<file path="config.mk">
export PLATFORM = sky130hd
export DESIGN_NAME = rainbow_scroller
export DESIGN_NICKNAME = d
export VERILOG_FILES = /design/src/rtl/rainbow_pkg.sv /design/src/rtl/rainbow_phase_ctrl.sv /design/src/rtl/rainbow_scroller.sv
export SDC_FILE = /design/constraint.sdc
export NUM_CORES = 1
export LEC_CHECK = 0
export ABC_AREA = 1
export CORE_MARGIN = 4
export CORE_UTILIZATION = 35
export CTS_CLUSTER_DIAMETER = 50
export DETAILED_ROUTE_END_ITERATION = 10
export SLEW_MARGIN = 10
export SYNTH_ARGS = -nofsm -noshare
export SYNTH_HDL_FRONTEND = slang
export SYNTH_SLANG_ARGS = --single-unit
</file>
<file path="constraint.sdc">
create_clock -name clk -period 2.2 [get_ports clk]
set_clock_uncertainty 0.05 [all_clocks]
set_input_delay 0.33 -clock clk [delete_from_list [all_inputs] [get_ports clk]]
set_output_delay 0.33 -clock clk [all_outputs]
set_load 0.02 [all_outputs]
</file>
<file path="src/rtl/rainbow_pkg.sv">
// Shared constants and types for the rainbow scroller pixel stage.
//   ROM_BASE / NUM_BANDS : colour ROM window (addresses 24..55, 32 bands)
//   mode_e               : animation mode encodings
//   bounce_e             : bounce direction state
package rainbow_pkg;

  localparam int unsigned ROM_BASE  = 24;
  localparam int unsigned NUM_BANDS = 32;

  typedef enum logic [1:0] {
    MODE_HOLD   = 2'd0,
    MODE_INC    = 2'd1,
    MODE_DEC    = 2'd2,
    MODE_BOUNCE = 2'd3
  } mode_e;

  typedef enum logic {
    UP   = 1'b0,
    DOWN = 1'b1
  } bounce_e;

endpackage

</file>
<file path="src/rtl/rainbow_phase_ctrl.sv">
// Per-frame phase animation for the rainbow scroller.
//   clk, reset : clock, synchronous active-high reset
//   p_tick     : pixel-enable strobe
//   x, y       : current pixel coordinates (frame tick at x==0, y==V_ACTIVE)
//   mode       : animation mode, sampled only when a step occurs
//   phase      : 5-bit band offset, changes only on frame ticks
module rainbow_phase_ctrl
  import rainbow_pkg::*;
#(
  parameter int unsigned V_ACTIVE        = 480,
  parameter int unsigned FRAMES_PER_STEP = 2
) (
  input  logic       clk,
  input  logic       reset,
  input  logic       p_tick,
  input  logic [9:0] x,
  input  logic [9:0] y,
  input  logic [1:0] mode,
  output logic [4:0] phase
);

  bounce_e    state_q, state_d;
  logic [4:0] phase_q, phase_d;
  logic [7:0] cnt_q, cnt_d;
  logic       frame_tick;

  assign frame_tick = p_tick && (x == '0) && (y == 10'(V_ACTIVE));
  assign phase      = phase_q;

  always_ff @(posedge clk) begin
    if (reset) begin
      state_q <= UP;
      phase_q <= '0;
      cnt_q   <= '0;
    end else begin
      state_q <= state_d;
      phase_q <= phase_d;
      cnt_q   <= cnt_d;
    end
  end

  // Bounce state only advances in bounce mode, so it is retained across
  // excursions into other modes and resumes where it left off.
  always_comb begin
    state_d = state_q;
    phase_d = phase_q;
    cnt_d   = cnt_q;
    if (frame_tick) begin
      if (cnt_q == 8'(FRAMES_PER_STEP - 1)) begin
        cnt_d = '0;
        case (mode)
          MODE_INC: phase_d = phase_q + 5'd1;
          MODE_DEC: phase_d = phase_q - 5'd1;
          MODE_BOUNCE: begin
            if (state_q == UP) begin
              phase_d = phase_q + 5'd1;
              if (phase_d == 5'd31) state_d = DOWN;
            end else begin
              phase_d = phase_q - 5'd1;
              if (phase_d == 5'd0) state_d = UP;
            end
          end
          default: phase_d = phase_q;
        endcase
      end else begin
        cnt_d = cnt_q + 8'd1;
      end
    end
  end

endmodule

</file>
<file path="src/rtl/rainbow_scroller.sv">
// Rainbow pixel stage: band addressing for the colour ROM and re-alignment
// of video_on / syncs with the ROM's 2-cycle read latency.
//   clk, reset           : clock, synchronous active-high reset
//   p_tick, x, y         : pixel strobe and coordinates from the sync generator
//   video_on             : active-area flag
//   hsync_in, vsync_in   : raw syncs
//   mode                 : animation mode (hold / +1 / -1 / bounce)
//   rom_addr             : band address to the ROM (24..55)
//   rom_data             : ROM output, valid 2 clk after rom_addr
//   rgb                  : final 12-bit colour, 3 clk after the sampling edge
//   hsync_out, vsync_out : syncs aligned with rgb
module rainbow_scroller
  import rainbow_pkg::*;
#(
  parameter int unsigned BAND_W          = 20,
  parameter int unsigned V_ACTIVE        = 480,
  parameter int unsigned FRAMES_PER_STEP = 2
) (
  input  logic        clk,
  input  logic        reset,
  input  logic        p_tick,
  input  logic [9:0]  x,
  input  logic [9:0]  y,
  input  logic        video_on,
  input  logic        hsync_in,
  input  logic        vsync_in,
  input  logic [1:0]  mode,
  output logic [6:0]  rom_addr,
  input  logic [11:0] rom_data,
  output logic [11:0] rgb,
  output logic        hsync_out,
  output logic        vsync_out
);

  logic [4:0] phase;
  logic [4:0] band_reg;
  logic [9:0] pix_cnt;
  logic [2:0] vid_pipe, hs_pipe, vs_pipe;

  rainbow_phase_ctrl #(
    .V_ACTIVE       (V_ACTIVE),
    .FRAMES_PER_STEP(FRAMES_PER_STEP)
  ) u_phase (
    .clk   (clk),
    .reset (reset),
    .p_tick(p_tick),
    .x     (x),
    .y     (y),
    .mode  (mode),
    .phase (phase)
  );

  // band_reg doubles as the line band counter; pix_cnt is the position of
  // the current pixel inside its band, so BAND_W=1 steps on every pixel.
  always_ff @(posedge clk) begin
    if (reset) begin
      band_reg <= '0;
      pix_cnt  <= '0;
    end else if (p_tick) begin
      if (x == '0) begin
        band_reg <= phase;
        pix_cnt  <= '0;
      end else if (pix_cnt == 10'(BAND_W - 1)) begin
        band_reg <= band_reg + 5'd1;
        pix_cnt  <= '0;
      end else begin
        pix_cnt <= pix_cnt + 10'd1;
      end
    end
  end

  assign rom_addr = 7'(ROM_BASE) + {2'b00, band_reg};

  always_ff @(posedge clk) begin
    if (reset) begin
      vid_pipe  <= '0;
      hs_pipe   <= '0;
      vs_pipe   <= '0;
      rgb       <= '0;
      hsync_out <= 1'b0;
      vsync_out <= 1'b0;
    end else begin
      vid_pipe  <= {vid_pipe[1:0], video_on};
      hs_pipe   <= {hs_pipe[1:0], hsync_in};
      vs_pipe   <= {vs_pipe[1:0], vsync_in};
      rgb       <= vid_pipe[2] ? rom_data : '0;
      hsync_out <= hs_pipe[2];
      vsync_out <= vs_pipe[2];
    end
  end

endmodule

</file>
==> metrics.txt, run 1 <==
register area share after synthesis=40.2%; Synth cell types=28; DRT Pass-1 Iters=5; Top Registers=rgb (12), pix_cnt (10), u_phase.cnt_q (8); vias per inst=4.36; Slowest-stage cell, CP=clkdlybuf4s50_1; Pwr Total=1.71 mW; RD Place Congestion=0.794; syn nets=431; die height=94 µm; CTS tree=done; Skew-Pair Late Insertion Delay=0.31 ns; nets=490; CTS max path bufs=2; Hold Vio Cnt, Final=0; first-pass GRT wire length=9490 µm; clk root buf=clkbuf_8; Worst path top cell family by delay=buffers and inverters; DRT iter0 DRCs=86; Crit. End Element=primary output; DRC=0; Reg clk slew, reported paths=0.11 ns; layout cells sized above 1=4.52%; area leader, netlist=dfxtp_1; area delta synth->final=30.3%; Avg Cell Area, Syn=6.78 µm²; max-slew violation count=0; routed length per instance=10.6 µm; pin count of the biggest net entering global routing=20; Leakage=1.49 nW; worst-path fanout max=4; Via Count=2357; initial core utilization=35.9%; Die X=94 µm; vias in the first global route=2161; TNS Setup=0 ns; std cell rows=31; most flop-heavy register=rgb; Async SR Flop Fraction=0%; #FFs+latches synth=52; Setup Fix Bufs, Post-CTS=0; antenna cells=0; yosys synthesis warning count=0; CP dominant cell by count=inv_1; htree depth=2; Yosys top cell area share=40.2%; Critical Path Max Stage Delay=0.60 ns; post-cts sizing count=0; Min-Delay Path Class=reg -> reg; initial antenna violation count=0; number of port buffers=59; DIE AREA=8840 µm²; worst vdd rail ir drop=0.291 mV; crit start category=register; number of routed nets with antenna violations=0; hold_buf cts=0; Final HPWL DP=4500 µm; clock sink count=52; total wire length=5750 µm; IO Count=61; Max Cap Viol=0; unrepaired setup endpoints after global routing=false; CP Buf/Inv Count=3; max reg flops=12; Critical Path, Cell by Cell=inv_1 -> ha_1 -> inv_1 -> clkdlybuf4s50_1; number of flops mapped to enable cells by yosys=0; final setup fails=0; Synth area leaders=dfxtp_1 (40%), nor2_1 (12%), nand2_1 (12%); Post-Route Utilization=46.7%; Overflow after GRT=0; Tmin final=2.07 ns; Crit path arrival time=1.69 ns; PwrDens=506 nW/µm²; Total GRT Usage=13.4%; period utilization=94.2%; total CTS buffers=5; fmax=483 MHz; CP required=1.82 ns; critical path class=reg -> out; main flop type after synthesis=dfxtp_1; status=completed; Mapped Cells=382; Placeable Area=7210 µm²; Post-Syn Area=2590 µm²
## Yosys cell counts (all sizes together), types with 5 or more instances
cell type / n
o21ai: 14
nand4: 8
xor2: 6
a21oi: 11
dfxtp: 52
nand2: 81
ha: 9
inv: 66
nor2: 84
nand3: 23
clkbuf: 5
buf: 6
xnor2: 5
## through the flow
step           setup slack (ns)  instances  instance area, µm²  hold slack (ns)
2_1_floorplan             0.804        382                2590            0.338
3_3_place_gp              0.246        533                3270            0.339
3_5_place_dp              0.201        533                3270            0.344
4_1_cts                  0.0987        541                3370            0.361
5_1_grt                  0.0137        541                3370            0.370
6_report                  0.128        541                3370            0.359
## path summary, 6_finish.rpt
check / endpoint / startpoint / cells after the start / slack (ns)
worst max register to register: u_phase.state_q / u_phase.phase[0] / 10 / 0.49
worst min register to register: vs_pipe[1] / vs_pipe[0] / 2 / 0.36
worst min-delay path: vs_pipe[1] / vs_pipe[0] / 2 / 0.36
worst max-delay path: rom_addr[4] / band_reg[3] / 4 / 0.13
## logic make-up after synthesis
| group | Yosys count | share of synthesized area, % |
|---|---|---|
| DFF | 52 | 40.2 |
| xor gates and xnor gates | 11 | 3.72 |
| other | 1 | 0.145 |
| and+or+nand+nor | 206 | 34.6 |
| AOI/OAI and AO/OA | 26 | 5.17 |
| adders and majority gates | 9 | 4.35 |
| buffers and inverters | 77 | 11.8 |
## power by group
part	total (mW)	switching (mW)	internal, mW
sequential	0.958	0.00485	0.954
clock	0.599	0.358	0.241
combinational	0.150	0.0639	0.0865
## placed cells by master (no fill, tap or decap), types with 2 or more instances in the layout
cell type        Yosys  routed
nor2_1              82      82
nand2_1             80      80
inv_1               66      66
clkdlybuf4s50_1      0      59
dfxtp_1             52      52
nand3_1             21      21
a21oi_1             11      11
o21ai_0             10      10
ha_1                 9       9
nand4_1              8       8
xor2_1               6       6
xnor2_1              5       5
clkbuf_8             0       5
o21ai_1              4       4
nor3_1               4       4
buf_4                4       4
nand3b_1             2       2
inv_6                0       2
## worst min-delay path, delay by kind of cell, from the launching register on
family / cells / cell delay [ns]
AND/OR/NAND/NOR: 1 / 0.03
buffers and inverters: 1 / 0.04
flip-flops: 1 / 0.31
## metal layers
metal / up-vias / GRT usage (%) / part of all wire [%]
li1: 1272 / - / -
met5: - / 0 / 0
met4: 0 / 4.93 / 1.3
met1: 1027 / 16.7 / 47
met2: 54 / 22.8 / 47
met3: 4 / 2.64 / 5.1
## final cells by class
class	count	area (µm²)
Inverter	66	248
Clock inverter	3	28.8
Multi-Input combinational cell	253	1240
Sequential cell	52	1040
Fill cell	764	3840
Timing Repair Buffer	63	621
Tap cell	99	124
Clock buffer	5	68.8
Note: power is estimated with default switching activity, not from simulation.
==> run 2, diff against run 1 <==
- PLACE_DENSITY: not set -> 0.69
==> metrics.txt, run 2 (same netlist as run 1, synthesis figures left out) <==
Overflow after GRT=0; CP dominant cell by count=inv_1; Die X=94 µm; share of total power in sequential cells=56.5%; most frequent cells in the layout=nor2_1 (82), nand2_1 (80), inv_1 (66), clkdlybuf4s50_1 (59), dfxtp_1 (52); clock sink count=52; Total GRT Usage=13.3%; DRT Pass-1 Iters=4; Post-Route Utilization=46.7%; Tmin final=2.08 ns; htree depth=2; antenna cells=0; RD Place Congestion=0.871; TNS Setup=0 ns; crit start category=register; Skew-Pair Late Insertion Delay=0.30 ns; commonest non-fill, non-tap cell in the layout=nor2_1; die height=94 µm; DIE AREA=8840 µm²; max reg flops=12; clock network fraction of design power=34.6%; vias in the first global route=2172; part of the power in combinational logic=8.9%; Psw=0.417 mW; DRT iter0 DRCs=119; Via Count=2415; max-slew violation count=0; number of port buffers=59; Reg clk slew, reported paths=0.11 ns; Hold Vio Cnt, Final=0; Top Registers=rgb (12), pix_cnt (10), u_phase.cnt_q (8); Final HPWL DP=4440 µm; switching share of power=24.6%; Critical Path Max Stage Delay=0.59 ns; worst vdd rail ir drop=0.291 mV; pin count of the biggest net entering global routing=20; worst-path fanout max=4; placed cell count=533; first-pass GRT wire length=9480 µm; Setup Fix Bufs, Post-CTS=0; Crit path arrival time=1.70 ns; clk root buf=clkbuf_8; final setup fails=0; Crit. End Element=primary output; vias per inst=4.46; Worst path top cell family by delay=buffers and inverters; PwrDens=504 nW/µm²; hold_ws=0.363 ns; Leakage=1.49 nW; period utilization=94.6%; std cell rows=31; nets=490; IO Count=61; post-cts sizing count=0; hold_buf cts=0; fmax=480 MHz; Placeable Area=7210 µm²; CP required=1.82 ns; total CTS buffers=5; area delta synth->final=30.3%; fin cells=541; Pint=1.28 mW; DRC=0; most flop-heavy register=rgb; unrepaired setup endpoints after global routing=false; CP Buf/Inv Count=3; critical path class=reg -> out; layout cells sized above 1=4.52%; total wire length=5720 µm; CTS max path bufs=2; number of routed nets with antenna violations=0; dpl ws=0.218 ns; CTS tree=done; Slowest-stage cell, CP=clkdlybuf4s50_1; initial core utilization=35.9%; status=completed; Critical Path, Cell by Cell=inv_1 -> ha_1 -> inv_1 -> clkdlybuf4s50_1; routed length per instance=10.6 µm; Max Cap Viol=0; initial antenna violation count=0; # fillers=731; Worst Slack Setup Final=0.118 ns; Min-Delay Path Class=reg -> reg
## run 2: cell counts in the layout (fill, tap and decap cells not counted)
No cell type changed its count.
## run 2: cell type report
| type | instances | area (µm²) | share of cell area (%) |
|---|---|---|---|
| clock inverter | 3 | 28.8 | 0.853 |
| tap | 99 | 124 | 3.67 |
| sequential | 52 | 1040 | 30.9 |
| multi-input combinational | 253 | 1240 | 36.8 |
| clock buffer | 5 | 68.8 | 2.04 |
| inverter | 66 | 248 | 7.35 |
| timing repair buffer | 63 | 621 | 18.4 |
## run 2: tightest hold or removal path, stage by stage (launching register included)
cell	delay, ns
dfxtp_1	0.31
inv_1	0.04
nor2_1	0.03
## run 2: path summary, 6_finish.rpt
check | slack [ns] | startpoint | end | cells after the start
max | 0.12 | band_reg[3] | rom_addr[4] | 4
min | 0.36 | vid_pipe[0] | vid_pipe[1] | 2
max reg2reg | 0.51 | u_phase.phase[0] | u_phase.state_q | 10
min reg2reg | 0.36 | vid_pipe[0] | vid_pipe[1] | 2
## run 2: power by group through the flow
stage	registers, mW	logic [mW]	clock network [mW]
2_1_floorplan	0.983	0.0554	0
3_3_place_gp	0.980	0.151	0
3_5_place_dp	0.980	0.152	0
4_1_cts	0.959	0.153	0.615
5_1_grt	0.961	0.167	0.651
6_report	0.959	0.152	0.588
## run 2: per-layer routing
metal | vias up | global-route usage (%) | wire [µm]
li1 | 1269 | - | -
met1 | 1071 | 16.5 | 2560
met2 | 69 | 22.9 | 2680
met3 | 6 | 3.13 | 393
met4 | 0 | 3.85 | 90
met5 | - | 0 | 0
## run 2: per-stage QoR
step,power (mW),area [µm²]
floorplan,1.04,2590
global placement,1.13,3270
detailed placement,1.13,3270
CTS,1.73,3370
global route,1.78,3370
finish,1.70,3370
